## config.mk

```make
export PLATFORM = sky130hd
export DESIGN_NAME = pipeline_ctrl
export DESIGN_NICKNAME = d
export VERILOG_FILES = /design/src/rtl/pipeline_ctrl.sv
export SDC_FILE = /design/constraint.sdc
export NUM_CORES = 1
export LEC_CHECK = 0
export CORE_MARGIN = 3
export CORE_UTILIZATION = 36
export CTS_CLUSTER_DIAMETER = 120
export DETAILED_ROUTE_END_ITERATION = 10
export GPL_TIMING_DRIVEN = 1
export MAX_ROUTING_LAYER = met4
export PLACE_DENSITY = 0.62
export SYNTH_ARGS = -nofsm -noshare
export SYNTH_HDL_FRONTEND = slang
export SYNTH_SLANG_ARGS = --single-unit
```

## constraint.sdc

```tcl
create_clock -name clk -period 2.5 [get_ports clk]
set_input_delay 0.25 -clock clk [delete_from_list [all_inputs] [get_ports clk]]
set_output_delay 0.25 -clock clk [all_outputs]
set_load 0.01 [all_outputs]
```

## src/rtl/pipeline_ctrl.sv

```systemverilog
// Stall/flush sequencer for the 5-stage pipeline: boot hold-off, hazard bubbles,
// branch redirect, IM/DM waits and DM watchdog. Optional counters: PIPE_PERF_CNT_EN.
module pipeline_ctrl #(
   parameter int BOOT_CYCLES = 4,
   parameter int BOOTWIDTH   = 3,
   parameter int TIMEOUT     = 1023,
   parameter int TOWIDTH     = 10,
   parameter int PERFWIDTH   = 32
) (
   input  logic clk,
   input  logic rst,
   input  logic hazard_bubble,
   input  logic branch_taken,
   input  logic im_busy,
   input  logic dm_busy,
   output logic pc_en,
   output logic ifid_en,
   output logic ifid_flush,
   output logic idex_en,
   output logic idex_flush,
   output logic exmem_en,
   output logic memwb_en,
   output logic wd_timeout
`ifdef PIPE_PERF_CNT_EN
   ,
   output logic [PERFWIDTH-1:0] stall_cycles,
   output logic [PERFWIDTH-1:0] flush_cycles,
   output logic [PERFWIDTH-1:0] dm_wait_cycles
`endif
);

   typedef enum logic [1:0] {
      ST_BOOT    = 2'd0,
      ST_RUN     = 2'd1,
      ST_DMWAIT  = 2'd2,
      ST_DISCARD = 2'd3
   } state_t;

   // Control word order: {pc_en, ifid_en, ifid_flush, idex_en, idex_flush, exmem_en, memwb_en}
   localparam logic [6:0] CTL_BOOT   = 7'b0010100;
   localparam logic [6:0] CTL_FREEZE = 7'b0000000;
   localparam logic [6:0] CTL_BRANCH = 7'b1111111;
   localparam logic [6:0] CTL_BUBBLE = 7'b0001111;
   localparam logic [6:0] CTL_IMWAIT = 7'b0111011;
   localparam logic [6:0] CTL_NORMAL = 7'b1101011;

   state_t               r_state;
   state_t               w_next_state;
   logic [BOOTWIDTH-1:0] r_boot_cnt;
   logic [TOWIDTH-1:0]   r_wait_cnt;
   logic [TOWIDTH-1:0]   w_wait_next;
   logic                 w_wd_hit;
   logic [6:0]           w_ctl;

   // State register
   always_ff @(posedge clk or negedge rst) begin
      if (!rst) begin
         r_state <= ST_BOOT;
      end else begin
         r_state <= w_next_state;
      end
   end

   // Next-state decode; DMWAIT with DM released follows the RUN rules
   always_comb begin
      w_next_state = r_state;
      case (r_state)
         ST_BOOT: begin
            if (r_boot_cnt == BOOTWIDTH'(0)) begin
               w_next_state = ST_RUN;
            end else begin
               w_next_state = ST_BOOT;
            end
         end
         ST_RUN, ST_DMWAIT: begin
            if (dm_busy) begin
               w_next_state = ST_DMWAIT;
            end else if (branch_taken && im_busy) begin
               w_next_state = ST_DISCARD;
            end else begin
               w_next_state = ST_RUN;
            end
         end
         ST_DISCARD: begin
            if (dm_busy || im_busy) begin
               w_next_state = ST_DISCARD;
            end else begin
               w_next_state = ST_RUN;
            end
         end
         default: begin
            w_next_state = ST_BOOT;
         end
      endcase
   end

   // Output decode; flush codes already imply enable is don't-care
   always_comb begin
      w_ctl = CTL_BOOT;
      case (r_state)
         ST_BOOT: begin
            w_ctl = CTL_BOOT;
         end
         ST_RUN, ST_DMWAIT: begin
            if (dm_busy) begin
               w_ctl = CTL_FREEZE;
            end else if (branch_taken) begin
               w_ctl = CTL_BRANCH;
            end else if (hazard_bubble) begin
               w_ctl = CTL_BUBBLE;
            end else if (im_busy) begin
               w_ctl = CTL_IMWAIT;
            end else begin
               w_ctl = CTL_NORMAL;
            end
         end
         ST_DISCARD: begin
            if (dm_busy) begin
               w_ctl = CTL_FREEZE;
            end else begin
               w_ctl = CTL_IMWAIT;
            end
         end
         default: begin
            w_ctl = CTL_BOOT;
         end
      endcase
   end

   assign {pc_en, ifid_en, ifid_flush, idex_en, idex_flush, exmem_en, memwb_en} = w_ctl;

   // Boot hold-off counter
   always_ff @(posedge clk or negedge rst) begin
      if (!rst) begin
         r_boot_cnt <= BOOTWIDTH'(BOOT_CYCLES - 1);
      end else if (r_state == ST_BOOT && r_boot_cnt != BOOTWIDTH'(0)) begin
         r_boot_cnt <= r_boot_cnt - BOOTWIDTH'(1);
      end else begin
         r_boot_cnt <= r_boot_cnt;
      end
   end

   // DM wait counter next value; the RUN-side entry cycle counts as the first busy cycle
   always_comb begin
      w_wait_next = TOWIDTH'(0);
      w_wd_hit    = 1'b0;
      if (r_state == ST_DMWAIT && dm_busy) begin
         if (r_wait_cnt == TOWIDTH'(TIMEOUT)) begin
            w_wait_next = r_wait_cnt;
         end else begin
            w_wait_next = r_wait_cnt + TOWIDTH'(1);
         end
         w_wd_hit = (w_wait_next == TOWIDTH'(TIMEOUT));
      end else if (r_state == ST_RUN && dm_busy) begin
         w_wait_next = TOWIDTH'(1);
         w_wd_hit    = (w_wait_next == TOWIDTH'(TIMEOUT));
      end else begin
         w_wait_next = TOWIDTH'(0);
         w_wd_hit    = 1'b0;
      end
   end

   // Wait counter and sticky watchdog flag
   always_ff @(posedge clk or negedge rst) begin
      if (!rst) begin
         r_wait_cnt <= TOWIDTH'(0);
         wd_timeout <= 1'b0;
      end else begin
         r_wait_cnt <= w_wait_next;
         wd_timeout <= wd_timeout | w_wd_hit;
      end
   end

`ifdef PIPE_PERF_CNT_EN
   // Performance counters, free-running with natural wrap
   always_ff @(posedge clk or negedge rst) begin
      if (!rst) begin
         stall_cycles   <= PERFWIDTH'(0);
         flush_cycles   <= PERFWIDTH'(0);
         dm_wait_cycles <= PERFWIDTH'(0);
      end else begin
         if (r_state != ST_BOOT && !pc_en) begin
            stall_cycles <= stall_cycles + PERFWIDTH'(1);
         end else begin
            stall_cycles <= stall_cycles;
         end
         if (r_state != ST_BOOT && ifid_flush) begin
            flush_cycles <= flush_cycles + PERFWIDTH'(1);
         end else begin
            flush_cycles <= flush_cycles;
         end
         if (r_state == ST_DMWAIT && dm_busy) begin
            dm_wait_cycles <= dm_wait_cycles + PERFWIDTH'(1);
         end else begin
            dm_wait_cycles <= dm_wait_cycles;
         end
      end
   end
`endif

endmodule

```

==> results of run 1 <==
timing repair:
action                     in CTS  in global routing
hold buffers                    0                  0
gates resized for setup         0                  1
setup endpoints to repair       0                  4
buffers inserted                0                  1
worst paths after layout:
check                                    from            end  slack [ns]
worst min register to register     wd_timeout     wd_timeout        0.48
worst max register to register  r_wait_cnt[0]     wd_timeout        0.42
worst max-delay path               r_state[0]        ifid_en        0.15
min in group clk                   wd_timeout     wd_timeout        0.48
worst min-delay path                      rst  r_wait_cnt[9]        0.39
max in group asynchronous                 rst  r_boot_cnt[2]        1.64
worst max-delay path, stage by stage, from the launching register on:
cell	delay, ns
dfrtp_1	0.38
inv_1	0.07
ha_1	0.34
nor2_1	0.09
nor3_2	0.25
o31a_1	0.17
clkdlybuf4s50_1	0.52
sequential cells by signal, summed over array words and instances (netlist names):
register,cells
wd_timeout,1
r_wait_cnt,10
r_boot_cnt,3
r_state,2
logic make-up after synthesis:
logic type                 after synthesis  synth area share
adders and majority gates                7           0.08860
xor gates and xnor gates                 7           0.06203
muxes                                    3           0.03544
buffers and inverters                   11           0.06076
and+or+nand+nor                         36            0.1924
AOI/OAI and AO/OA                       22            0.1532
DFF                                     16            0.4076
placed cells by master (no fill, tap or decap), types with 2 or more instances in the layout:
cell type and n:
a211oi_1 2, a21oi_1 5, a31oi_1 2, buf_4 2, clkbuf_4 3, clkdlybuf4s50_1 13
dfrtp_1 14, dfstp_2 2, ha_1 7, inv_1 7, mux2i_1 2, nand2_1 11
nand3_1 3, nor2_1 10, nor3_1 2, o21ai_0 4, xnor2_1 3, xor2_1 4
power breakdown:
| part | leakage (nW) | internal, mW | total (mW) | switching [mW] |
|---|---|---|---|---|
| clock | 0.0150 | 0.0618 | 0.137 | 0.0752 |
| combinational | 0.282 | 0.223 | 0.420 | 0.197 |
| sequential | 0.211 | 0.282 | 0.304 | 0.0217 |
| total | 0.509 | 0.567 | 0.861 | 0.294 |
per-layer routing:
metal	vias up	global-route usage	wire, um
met3	2	0.03947	60
met1	349	0.1528	849
met4	0	0.02980	12
met5	-	-	0
li1	382	-	-
met2	10	0.2073	863
layout make-up:
cell class / count / area [sq um] / share of cell area
flip-flops and latches: 16 / 402.9 / 0.3448
well taps: 30 / 37.54 / 0.03212
multi-input cells: 75 / 530.5 / 0.4540
clock buffers: 4 / 26.28 / 0.02248
inverters: 7 / 26.28 / 0.02248
repair buffers: 15 / 145.1 / 0.1242
==> results.tsv, run 1 <==
stage	metric	value	unit
run_status	status	complete, no violations	
yosys	Synth async-reset ratio	1.000	
yosys	ys flop type	dfrtp_1	
yosys	post-synthesis net count	115	
power	Worst VDD drop	0.0005196	V
yosys	Synth area leader	dfrtp_1	
worst_setup_path	R2R cell count	6	
floorplanning	core area	0.002545	sq mm
clocking	clock latency on the worst-skew pair	0.28	ns
timing	TNS Setup	0	ns
clocking	CTS max path bufs	2	
yosys	post-synthesis register bit count	16	
final_layout	nets	131	
final_layout	final std cells w/o fill	147	
worst_setup_path	Crit. End Element	output pin	
worst_setup_path	Setup CP Type	reg2out	
timing	Min Hold Slack	0.3930	ns
timing	Final setup viols	0	
global_routing	Overall Global Routing Usage	0.1270	
timing	Slew @ Worst Pin	0.7278	ns
clocking	CTS root buf	clkbuf_4	
clocking	TritonCTS buffer count	3	
placement	Placed Area	0.001130	sq mm
route	DR pass1 iterations	4	
final_layout	share of cells above drive strength 1	0.1197	
floorplanning	die boundary height	58.40	um
yosys	Area contributors post-synth	dfrtp_1 35%, ha_1 8.9%, dfstp_2 5.3%, nand2_1 4.2%, nor2_1 3.8%	
final_layout	Syn-to-layout area delta	18.23	%
yosys	EDFF count, synth	0	
clocking	number of H-tree levels	1	
power	Power Density	736.6	mW/mm^2
global_routing	first-pass GRT wire length	3277	um
timing	Peak Freq	425.7	MHz
yosys	count leader, synth	dfrtp_1	
worst_setup_path	CP startpoint kind	flip-flop	
clocking	CTS tree	yes	
timing	final hold violations	0	
power	Overall Power	0.8608	mW
power	Leak	0.5087	nW
worst_hold_path	HP Class	in2async	
global_routing	Congestion Overflow GR	0	
placement	pre-CTS setup slack	0.3544	ns
worst_setup_path	critical path fanouts, max	4	
timing	final slew viol count	0	
yosys	syn_area_per_cell	9.691	sq um
route	routed vias	743	
route	DRT antenna net count	0	
timing	Final period util	0.9397	
clocking	clock-pin slew on the worst setup and hold paths	0.09	ns
placement	DP HPWL	1374	um
floorplanning	Top Ports	14	
route	Total Wirelength	1786	um
final_layout	fin area	0.001169	sq mm
global_routing	largest net degree at the start of global routing	17	
floorplanning	Die ar.	0.003411	sq mm
global_routing	initial antenna violation count	0	
yosys	share of the synthesized area in the top cell type	0.3544	
yosys	Cell variety after synth	37	
route	DRC	0	
yosys	Mapped Area	988.4	sq um
timing	setup ws final	0.1508	ns
yosys	Warnings, synthesis	0	
clocking	CTS sink cnt	16	
timing	Slew HR	0.5133	
placement	GP Congestion	0.8130	
yosys	register area share after synthesis	0.4076	
floorplanning	FP Rows	18	
global_routing	vias in the first global route	790	
placement	DP Cell Count	142	
placement	I/O Buffers	13	
route	DR vias/cell	5.054	
floorplanning	Die X	58.40	um
final_layout	Antenna Cells	0	
worst_setup_path	worst path arrival time	2.10	ns
yosys	synth cell count leaders	14 x dfrtp_1, 11 x nand2_1, 10 x nor2_1	
timing	clock period minus worst slack	2.349	ns
final_layout	post-layout util	0.4592	
route	Detailed Route Iter0 Violations	10	
yosys	Cells after Synth	102	
run	max-capacitance violation count	0	
route	routed wire length per instance	12.15	um
floorplanning	Initial Util	0.3884	
worst_setup_path	Critical Path RT	2.25	ns
timing	Worst Skew	0.009183	ns
final_layout	number of fillers in the final layout	243	
(Power assumes the default switching activity.)
==> run 2: changes to the inputs <==
Settings changed: SLEW_MARGIN set to 30.
==> results of run 2 <==
Same layout as run 1: the final DEF is identical, and so are final timing and power.
==> run 3: changes to the inputs <==
Clock period 2.5 ns to 2.8 ns, I/O delays scaled along.
==> run 3 against run 2 <==
Clock power rose by 15%. Die area is the same. Non-clock buffer count down 2. Sequential share of layout area increased by 0.30 points. Power fell by 9.5%. First-iteration DRC count up 60%.
==> results.tsv, run 3 (synthesis results as in run 1) <==
stage	metric	value	unit	change
route	DR vias/cell	5.248		was 5.054
placement	DP HPWL	1376	um	was 1374 um
clocking	CTS root buf	clkbuf_4		unchanged
worst_setup_path	Setup CP Type	reg2out		unchanged
route	routed vias	761		was 743
worst_setup_path	worst path arrival time	2.17	ns	was 2.10 ns
global_routing	largest net degree at the start of global routing	17		unchanged
clocking	number of H-tree levels	1		unchanged
floorplanning	die boundary height	58.40	um	unchanged
global_routing	initial antenna violation count	0		unchanged
timing	Slew @ Worst Pin	0.7216	ns	was 0.7278 ns
run	max-capacitance violation count	0		unchanged
worst_setup_path	kind of cell adding the most delay to the critical path	buffers and inverters		unchanged
final_layout	Reg with most FFs	r_wait_cnt		unchanged
floorplanning	Die ar.	0.003411	sq mm	unchanged
timing	Worst Skew	0.003031	ns	was 0.009183 ns
placement	pre-CTS setup slack	0.5964	ns	was 0.3544 ns
clocking	TritonCTS buffer count	3		unchanged
worst_setup_path	WP depth	6		unchanged
floorplanning	Initial Util	0.3884		unchanged
worst_setup_path	critical path startpoint	r_state[0]		unchanged
worst_setup_path	Critical Path RT	2.52	ns	was 2.25 ns
route	DRT antenna net count	0		unchanged
worst_setup_path	CP peak stage delay	0.52	ns	about the same
floorplanning	core area	0.002545	sq mm	unchanged
placement	I/O Buffers	13		unchanged
final_layout	Top Registers	r_wait_cnt x10, r_boot_cnt x3, r_state x2		unchanged
final_layout	share of cells above drive strength 1	0.1043		was 0.1197
clocking	cts hold-fix bufs	0		unchanged
run_status	status	complete, no violations		unchanged
timing	clock period minus worst slack	2.451	ns	
global_routing	first-pass GRT wire length	3049	um	was 3277 um
route	routed wire length per instance	12.37	um	was 12.15 um
final_layout	Antenna Cells	0		unchanged
global_routing	Overall Global Routing Usage	0.1209		was 0.1270
worst_setup_path	worst path bufs/invs	2		unchanged
worst_setup_path	CP endpoint	ifid_en		unchanged
timing	Peak Freq	407.9	MHz	
floorplanning	FP Rows	18		unchanged
worst_setup_path	CP max-delay cell	clkdlybuf4s50_1		unchanged
timing	Final setup viols	0		unchanged
timing	final slew viol count	0		unchanged
clocking	Resize count post-CTS	0		unchanged
final_layout	Sequential Area	402.9	sq um	unchanged
timing	Final period util	0.8755		
timing	final hold violations	0		unchanged
final_layout	Syn-to-layout area delta	17.22	%	was 18.23%
final_layout	most common cell after layout, fill and taps aside	dfrtp_1		unchanged
worst_setup_path	critical path fanouts, max	4		unchanged
route	Total Wirelength	1794	um	was 1786 um
timing	RSZ-0062 raised after global routing	false		
power	Power Density	672.6	mW/mm^2	was 736.6 mW/mm^2
clocking	clock latency on the worst-skew pair	0.29	ns	was 0.28 ns
clocking	CTS tree	yes		unchanged
worst_hold_path	HP Class	in2async		unchanged
route	DRC	0		unchanged
final_layout	commonest non-fill, non-tap cells in the layout	14 x dfrtp_1, 13 x clkdlybuf4s50_1, 11 x nand2_1, 10 x nor2_1		unchanged
worst_setup_path	Cell Chain, Critical Path	inv_1, ha_1, nor2_1, nor3_1, o31a_1, clkdlybuf4s50_1		was inv_1, ha_1, nor2_1, nor3_2, o31a_1, clkdlybuf4s50_1
floorplanning	Die X	58.40	um	unchanged
worst_setup_path	CP startpoint kind	flip-flop		unchanged
power	Leak	0.5026	nW	was 0.5087 nW
clocking	CTS sink cnt	16		unchanged
final_layout	nets	129		was 131
timing	TNS Setup	0	ns	unchanged
final_layout	multi-input logic area	525.5	sq um	was 530.5 sq um
clocking	CTS max path bufs	2		unchanged
clocking	clock-pin slew on the worst setup and hold paths	0.10	ns	was 0.09 ns
timing	Slew HR	0.5174		was 0.5133
worst_setup_path	R2R cell count	6		unchanged
worst_setup_path	Crit. End Element	output pin		unchanged
placement	GP Congestion	0.8047		was 0.8130
route	Detailed Route Iter0 Violations	16		was 10
final_layout	number of fillers in the final layout	247		was 243
power	Worst VDD drop	0.0004114	V	was 0.0005196 V
clocking	Post-CTS Setup Inserts	0		unchanged
global_routing	vias in the first global route	741		was 790
final_layout	max FFs per register	10		unchanged
route	DR pass1 iterations	4		unchanged
worst_setup_path	R2R Path End	wd_timeout		unchanged
timing	setup ws final	0.3485	ns	was 0.1508 ns
worst_setup_path	Worst R2R Setup Slack	0.60	ns	was 0.42 ns
worst_setup_path	worst r2r src	r_wait_cnt[0]		unchanged
floorplanning	Top Ports	14		unchanged
global_routing	Congestion Overflow GR	0		unchanged
==> run 3: changes by cell type in the layout (fill, tap and decap cells not counted), sizes merged <==
cell | previous run | this run
buf | 2 | 0
==> run 3: stage by stage <==
stage	instances	util	hold WS, ns	area (sq um)	total power, mW
6_report	145	0.4553	0.4063	1159	0.7793
2_1_floorplan	102	-	-0.01559	988.4	0.4915
3_5_place_dp	141	0.4410	0.4605	1122	0.6316
3_3_place_gp	141	0.4410	0.4576	1122	0.6284
5_1_grt	145	0.4553	0.4360	1159	0.8408
4_1_cts	145	0.4553	0.4312	1159	0.7950
==> run 3: final cells by class <==
class                      count  share of cell area
tap                           30             0.03240
sequential                    16              0.3477
inverter                       7             0.02268
clock buffer                   4             0.03132
timing repair buffer          13              0.1123
multi-input combinational     75              0.4536
==> run 3: metal layers <==
layer | global-route usage | wire length, um
met1 | 0.1282 | 815
met2 | 0.1962 | 859
met3 | 0.04825 | 82
met4 | 0.05629 | 38
met5 | - | 0
==> run 3: how the worst min path moves through the flow <==
stage / start / endpoint / slack, ns / cells past startpoint
2_1_floorplan: rst / r_boot_cnt[2] / -0.02 / 0
3_3_place_gp: wd_timeout / wd_timeout / 0.46 / 1
3_5_place_dp: wd_timeout / wd_timeout / 0.46 / 1
4_1_cts: rst / r_wait_cnt[4] / 0.43 / 1
5_1_grt: rst / r_wait_cnt[4] / 0.44 / 1
6_report: rst / r_wait_cnt[4] / 0.41 / 1
==> run 3: power by group <==
group          internal [mW]  switching (mW)  leakage [nW]
clock network         0.0793          0.0785        0.0210
logic                  0.185           0.164         0.270
registers              0.252          0.0200         0.211
total                  0.516           0.263         0.503
